[src/rtl/mem_pkg.sv]
// Shared definitions for the unified-memory arbiter: bus widths, the
// arbiter state encoding and the default reset-vector address.
package mem_pkg;

    localparam int ADDR_W = 8;
    localparam int DATA_W = 8;

    // BOOT performs the single reset-vector read; RUN arbitrates IF vs DM.
    typedef enum logic {
        BOOT = 1'b0,
        RUN  = 1'b1
    } arb_state_t;

    localparam logic [ADDR_W-1:0] BOOT_ADDR_DEFAULT = 8'h00;

endpackage

[src/rtl/mem_arbiter.sv]
// Single-port arbiter sharing the 256x8 unified memory between instruction
// fetch (IF) and data access (DM). One access per cycle, combinational grant.
// After reset a one-cycle boot read captures the reset-vector byte. Data has
// priority under contention, but a saturating burst counter forces an IF grant
// after MAX_DATA_BURST consecutive DM grants so fetch cannot starve.
module mem_arbiter
    import mem_pkg::*;
#(
    parameter logic [ADDR_W-1:0] BOOT_ADDR      = BOOT_ADDR_DEFAULT,
    parameter int                MAX_DATA_BURST = 3
) (
    input  logic              clk,
    input  logic              rst,
    input  logic              if_req,
    input  logic [ADDR_W-1:0] if_addr,
    output logic              if_gnt,
    output logic [DATA_W-1:0] if_rdata,
    input  logic              dm_req,
    input  logic              dm_we,
    input  logic [ADDR_W-1:0] dm_addr,
    input  logic [DATA_W-1:0] dm_wdata,
    output logic              dm_gnt,
    output logic [DATA_W-1:0] dm_rdata,
    output logic [ADDR_W-1:0] mem_address,
    output logic              mem_read,
    output logic              mem_write,
    output logic [DATA_W-1:0] mem_write_data,
    input  logic [DATA_W-1:0] mem_out_data,
    output logic [DATA_W-1:0] boot_pc,
    output logic              boot_done
);

    localparam int               CNT_W   = $clog2(MAX_DATA_BURST + 1);
    localparam logic [CNT_W-1:0] CNT_MAX = CNT_W'(MAX_DATA_BURST);

    arb_state_t        state_reg;
    logic [CNT_W-1:0]  burst_cnt_reg;
    logic [DATA_W-1:0] boot_pc_reg;
    logic              boot_done_reg;

    logic run;
    logic burst_full;

    assign run        = (state_reg == RUN);
    assign burst_full = (burst_cnt_reg == CNT_MAX);

    // Fixed priority: DM wins a contended cycle unless the burst limit is hit.
    assign if_gnt = run && if_req && (!dm_req || burst_full);
    assign dm_gnt = run && dm_req && !(if_req && burst_full);

    // Memory port steering; idle values are all-zero so the bus is quiet.
    // The boot read is gated by rst so nothing is strobed while in reset.
    always_comb begin
        mem_address    = '0;
        mem_read       = 1'b0;
        mem_write      = 1'b0;
        mem_write_data = '0;
        if (state_reg == BOOT) begin
            if (rst) begin
                mem_address = BOOT_ADDR;
                mem_read    = 1'b1;
            end
        end else if (if_gnt) begin
            mem_address = if_addr;
            mem_read    = 1'b1;
        end else if (dm_gnt) begin
            mem_address = dm_addr;
            if (dm_we) begin
                mem_write      = 1'b1;
                mem_write_data = dm_wdata;
            end else begin
                mem_read = 1'b1;
            end
        end
    end

    // Read data is forwarded only to the requester that owns this cycle.
    always_comb begin
        if_rdata = if_gnt ? mem_out_data : '0;
        dm_rdata = (dm_gnt && !dm_we) ? mem_out_data : '0;
    end

    // State machine: boot capture, then starvation-counter bookkeeping.
    always_ff @(posedge clk or negedge rst) begin
        if (!rst) begin
            state_reg     <= BOOT;
            burst_cnt_reg <= '0;
            boot_pc_reg   <= '0;
            boot_done_reg <= 1'b0;
        end else begin
            case (state_reg)
                BOOT: begin
                    boot_pc_reg   <= mem_out_data;
                    boot_done_reg <= 1'b1;
                    burst_cnt_reg <= '0;
                    state_reg     <= RUN;
                end
                RUN: begin
                    // Counter tracks DM grants taken while IF was waiting.
                    if (if_gnt || !if_req) begin
                        burst_cnt_reg <= '0;
                    end else if (dm_gnt && !burst_full) begin
                        burst_cnt_reg <= burst_cnt_reg + CNT_W'(1);
                    end
                end
                default: state_reg <= BOOT;
            endcase
        end
    end

    assign boot_pc   = boot_pc_reg;
    assign boot_done = boot_done_reg;

endmodule

[config.mk]
export PLATFORM = sky130hd
export DESIGN_NAME = mem_arbiter
export DESIGN_NICKNAME = d
export VERILOG_FILES = /design/src/rtl/mem_pkg.sv /design/src/rtl/mem_arbiter.sv
export SDC_FILE = /design/constraint.sdc
export NUM_CORES = 1
export LEC_CHECK = 0
export ABC_AREA = 1
export BUFFER_PORTS_ARGS = -buffer_cell sky130_fd_sc_hd__buf_4
export CAP_MARGIN = 20
export CORE_MARGIN = 8
export CORE_UTILIZATION = 36
export DETAILED_ROUTE_END_ITERATION = 16
export GPL_ROUTABILITY_DRIVEN = 0
export PLACE_DENSITY = 0.86
export SLEW_MARGIN = 20
export SYNTH_ARGS = -nofsm -noshare
export SYNTH_HDL_FRONTEND = slang
export SYNTH_SLANG_ARGS = --single-unit
export TNS_END_PERCENT = 30
[constraint.sdc]
create_clock -name clk -period 1.5 [get_ports clk]
set_input_delay 0.15 -clock clk [delete_from_list [all_inputs] [get_ports clk]]
set_output_delay 0.15 -clock clk [all_outputs]
set_load 0.02 [all_outputs]
# Yosys cells after proc, flatten, opt, wreduce, memory -nomap -nowiden
# Index checks and enable logic that the tools add are counted.
[op_classes] n_div=0 shift=0 bitwise=1 order_cmp=0 reduce_logical=14 n_eq_ne=2 n_mul=0 add_sub_neg=1 mux=21
[op_table] op="8-bit two-way mux" n=9
[op_table] op="1-bit two-way mux" n=9
[op_table] op="1-bit logical AND" n=7
[op_table] op="1-bit logical NOT" n=5
[op_table] op="2-bit two-way mux" n=2
[op_table] op="2-bit one-hot mux with 2 select lines" n=1
[op_table] op="3-bit by 1-bit inequality test with 1-bit output (second input constant)" n=1
[op_table] op="2-bit by 1-bit adder with 2-bit output (second input constant)" n=1
[op_table] op="2-bit == test (second input constant)" n=1
[op_table] op="1-bit logical OR" n=2
[op_table] op="1-bit NOT" n=1
[totals] reg_bits=12 output_inout_bits=45 input_bits=37 romBits=0 mem_bits_rw=0 word_cells=43 latchBits=0 n_memories=0

# Logic depth before layout (Yosys ltp)
[logic_depth] ltp_word=8 ltp_mapped=6 depth_no_buf=6

# Least setup slack after synthesis
# OpenSTA, ideal clock, no wires.
[synth_timing] path_kind="register to output" startpoint="reg burst_cnt_reg[0]" endpoint="out dm_rdata[0]" n_path_buf=0 slack_ns=0.200 arrival_ns=1.150 stages_incl_launch_ff=5 required_time_ns=1.350 cell_sequence="dfrtp_1 ha_1 nand2_4 nand3_4 nor2_1"
[synth_between] elab_chain_cells=6
[synth_lines] element="start: declaration" line_no="mem_arbiter.sv:37" source="logic [CNT_W-1:0] burst_cnt_reg;"
[synth_lines] element="start signal: assignment" line_no="mem_arbiter.sv:103" source="burst_cnt_reg <= burst_cnt_reg + CNT_W'(1);"
[synth_lines] element="2-bit == test" line_no="mem_arbiter.sv:45" source="assign burst_full = (burst_cnt_reg == CNT_MAX);"
[synth_lines] element="1-bit logical AND" line_no="mem_arbiter.sv:49" source="assign dm_gnt = run && dm_req && !(if_req && burst_full);"
[synth_lines] element="1-bit logical NOT" line_no="mem_arbiter.sv:49"
[synth_lines] element="1-bit logical AND" line_no="mem_arbiter.sv:49"
[synth_lines] element="1-bit logical AND" line_no="mem_arbiter.sv:80" source="dm_rdata = (dm_gnt && !dm_we) ? mem_out_data : '0;"
[synth_lines] element="8-bit two-way mux" line_no="mem_arbiter.sv:80"
[synth_lines] element="end: declaration" line_no="mem_arbiter.sv:23" source="output logic [DATA_W-1:0] dm_rdata,"
# No other way between the ends.

# Worst setup path after layout
[layout_timing] startpoint="reg burst_cnt_reg[0]" endpoint="out mem_address[3]"
[layout_between] elab_chain_cells=7 word_cells_on_any_way=9 cone_classes="eq/ne: 1; mux: 3; reduce/logical: 5"
[layout_lines] element="2-bit == test *" line_no="mem_arbiter.sv:45"
[layout_lines] element="1-bit logical AND" line_no="mem_arbiter.sv:49"
[layout_lines] element="1-bit logical NOT" line_no="mem_arbiter.sv:49"
[layout_lines] element="1-bit logical AND" line_no="mem_arbiter.sv:49"
[layout_lines] element="8-bit two-way mux" line_no="mem_arbiter.sv:66" source="end else if (dm_gnt) begin"
[layout_lines] element="8-bit two-way mux *" line_no="mem_arbiter.sv:63" source="end else if (if_gnt) begin"
[layout_lines] element="8-bit two-way mux *" line_no="mem_arbiter.sv:58" source="if (state_reg == BOOT) begin"
[layout_lines] element="end: declaration" line_no="mem_arbiter.sv:24" source="output logic [ADDR_W-1:0] mem_address,"
# Mark *: on every way between the ends. The rest lies on a longest branch, timed or not.

==> flow_summary.json <==
{
  "cts_tree": "yes",
  "track_usage_pct": 16.8,
  "dp.cells": 225,
  "arrival_ps": 1410,
  "rsz0062_at_grt": "yes",
  "finalWorstSetupSlack_ps": -63.6,
  "finalHoldViolCount": 0,
  "cts-root-buf": "clkbuf_4",
  "grt_max_degree": 17,
  "synth.avg_cell_area_um2": 7.14,
  "path_max_fanout": 6,
  "critPathKind": "reg -> out",
  "core_mm2": 0.00221,
  "report.final.slew_viol_count": 0,
  "initial_utilization_pct": 38.1,
  "grt_pass1_wl_mm": 5.75,
  "worstPathRequired_ps": 1350,
  "vias": 1128,
  "wl_mm": 3.77,
  "post-place-ws_ps": 127,
  "power_density_mw_per_mm2": 541,
  "nNetsFinal": 246,
  "clock_latency_ps": 270,
  "final_common_cell": "buf_4",
  "antenna_left": 0,
  "crit_start": "burst_cnt_reg[0]$_DFFE_PN0P_",
  "grt_pass1_vias": 1206,
  "reg2reg_slack_ps": 420,
  "min-delay-path-class": "in -> reg",
  "die_h_um": 64.4,
  "r2r_start": "burst_cnt_reg[0]$_DFFE_PN0P_",
  "r2r_cells": 6,
  "p_total_mw": 0.970,
  "antenna_cells": 0,
  "status": "complete, but fails checks",
  "synth_cells": 118,
  "yosysUniqueCellTypes": 20,
  "routed_via_density": 4.82,
  "dieArea_mm2": 0.00414,
  "setup_violations": 26,
  "htree_levels": 1,
  "drt_iter0_markers": 51,
  "largest_reg_flops": 8,
  "fmaxAchievable_mhz": 640,
  "post-dp-hpwl_mm": 2.48,
  "clk_pin_slew_ps": 70,
  "syn_area_um2": 842,
  "overflow": 0,
  "cts_buffers": 3,
  "fin_area_mm2": 0.00179,
  "vdd_drop_max_v": 0.000332,
  "pin_count": 82,
  "drtPass1Iterations": 4,
  "synth_nets": 156,
  "stdcell_count": 234,
  "cap_violations": 0,
  "area_delta_synth_final_pct": 113,
  "cp-start-kind": "flip-flop",
  "drc": 0,
  "num_rows": 17,
  "antenna_found_initial": 0,
  "reg2reg_to": "burst_cnt_reg[1]$_DFFE_PN0P_",
  "multi_input_area_um2": 621,
  "ys_seq_area_share_pct": 35.7,
  "yosysWarnings": 0,
  "placed_cell_area_mm2": 0.00147,
  "n_fill_cell": 148,
  "power.leakage_nw": 0.923,
  "end_kind": "primary output",
  "final_cell_mix": "buf_4, buf_6, nand2_1",
  "seq_area_um2": 300,
  "wl_per_cell_um": 16.1,
  "cp-endpoint": "mem_address[3]",
  "die_x_um": 64.4,
  "drive_above_1_share_pct": 62.6,
  "fin_skew_ps": 4.63,
  "timing.final.crit_period_ps": 1560,
  "clockBufferDepth": 2,
  "clock_sinks": 12,
  "port_buffers": 81,
  "synth-seq-cells": 12,
  "period_share_pct": 104,
  "violations": "negative setup slack"
}
## synthesized netlist by cell type (all sizes together)
cell	count	area share (%)
nand2	32	21
nor2	26	12
nand3	18	12
inv	13	6.1
dfrtp	12	36
o21ai	8	4.8
buf	2	1.9
clkinv	2	3.0
clkbuf	1	0.59
conb	1	0.45
ha	1	1.5
nor3	1	0.59
or2	1	0.74
## final cells by class
class                      count  share of cell area (%)
clock buffer                   3                    1.26
timing repair buffer          85                    41.0
tap                           28                    1.95
inverter                      15                    4.40
sequential                    12                    16.7
multi-input combinational     91                    34.6
## critical path, stage by stage, from the launching register on
cell and delay, ps:
dfrtp_1 420, ha_4 210, nand2_8 110, buf_12 130, nand3_2 80, nand2_1 80, buf_6 110
## worst min path at each step
stage | start | endpoint | slack (ps) | cells past startpoint
after floorplan | rst | boot_done$_DFFE_PN0N_ | -150 | 0
after global placement | rst | boot_pc[6]$_DFFE_PN0N_ | -2 | 1
after detailed placement | rst | boot_pc[6]$_DFFE_PN0N_ | -3 | 1
after CTS | if_req | burst_cnt_reg[0]$_DFFE_PN0P_ | 180 | 3
after global routing | if_req | burst_cnt_reg[0]$_DFFE_PN0P_ | 190 | 3
final | if_req | burst_cnt_reg[0]$_DFFE_PN0P_ | 180 | 3
## logic make-up (layout without fill, tap and decap cells)
logic type | after synthesis | count (layout) | synth area share [%]
AND/OR/NAND/NOR | 78 | 81 | 46.1
buffers and inverters | 18 | 103 | 11.6
flip-flops | 12 | 12 | 35.7
AO/OA/AOI/OAI | 8 | 8 | 4.76
adder cells (fa/ha/maj) | 1 | 1 | 1.49
other | 1 | 1 | 0.445
## routing by layer
layer  part of all wire [%]  wire length [um]  GRT usage (%)
met2                     50              1890           28.4
met4                    1.0                38           4.36
met3                    9.4               353           7.84
met1                     39              1490           18.6
met5                      0                 0              0
## what timing repair did
item | in CTS | in global routing
endpoints found under the setup margin | 36 | 35
pin swaps | 18 | 3
cloned | 3 | 0
resized for setup | 37 | 22
hold buffers | 1 | 0
hold endpoints to repair | 12 | 0
buffers inserted | 2 | 0
## power breakdown
part	switching (mW)	internal, mW	leakage, nW
clock network	0.101	0.0930	0.0138
logic	0.227	0.189	0.765
registers	0.0155	0.346	0.145
## through the flow
step	TNS, ps	utilization [%]	hold slack, ps
3_5_place_dp	0	66.5	-2.51
4_1_cts	-662	77.6	185
5_1_grt	-2500	81.1	185
2_1_floorplan	0	-	-146
3_3_place_gp	0	66.5	-2.24
6_report	-908	81.1	183
No activity file was read; power rests on OpenSTA's default activity.
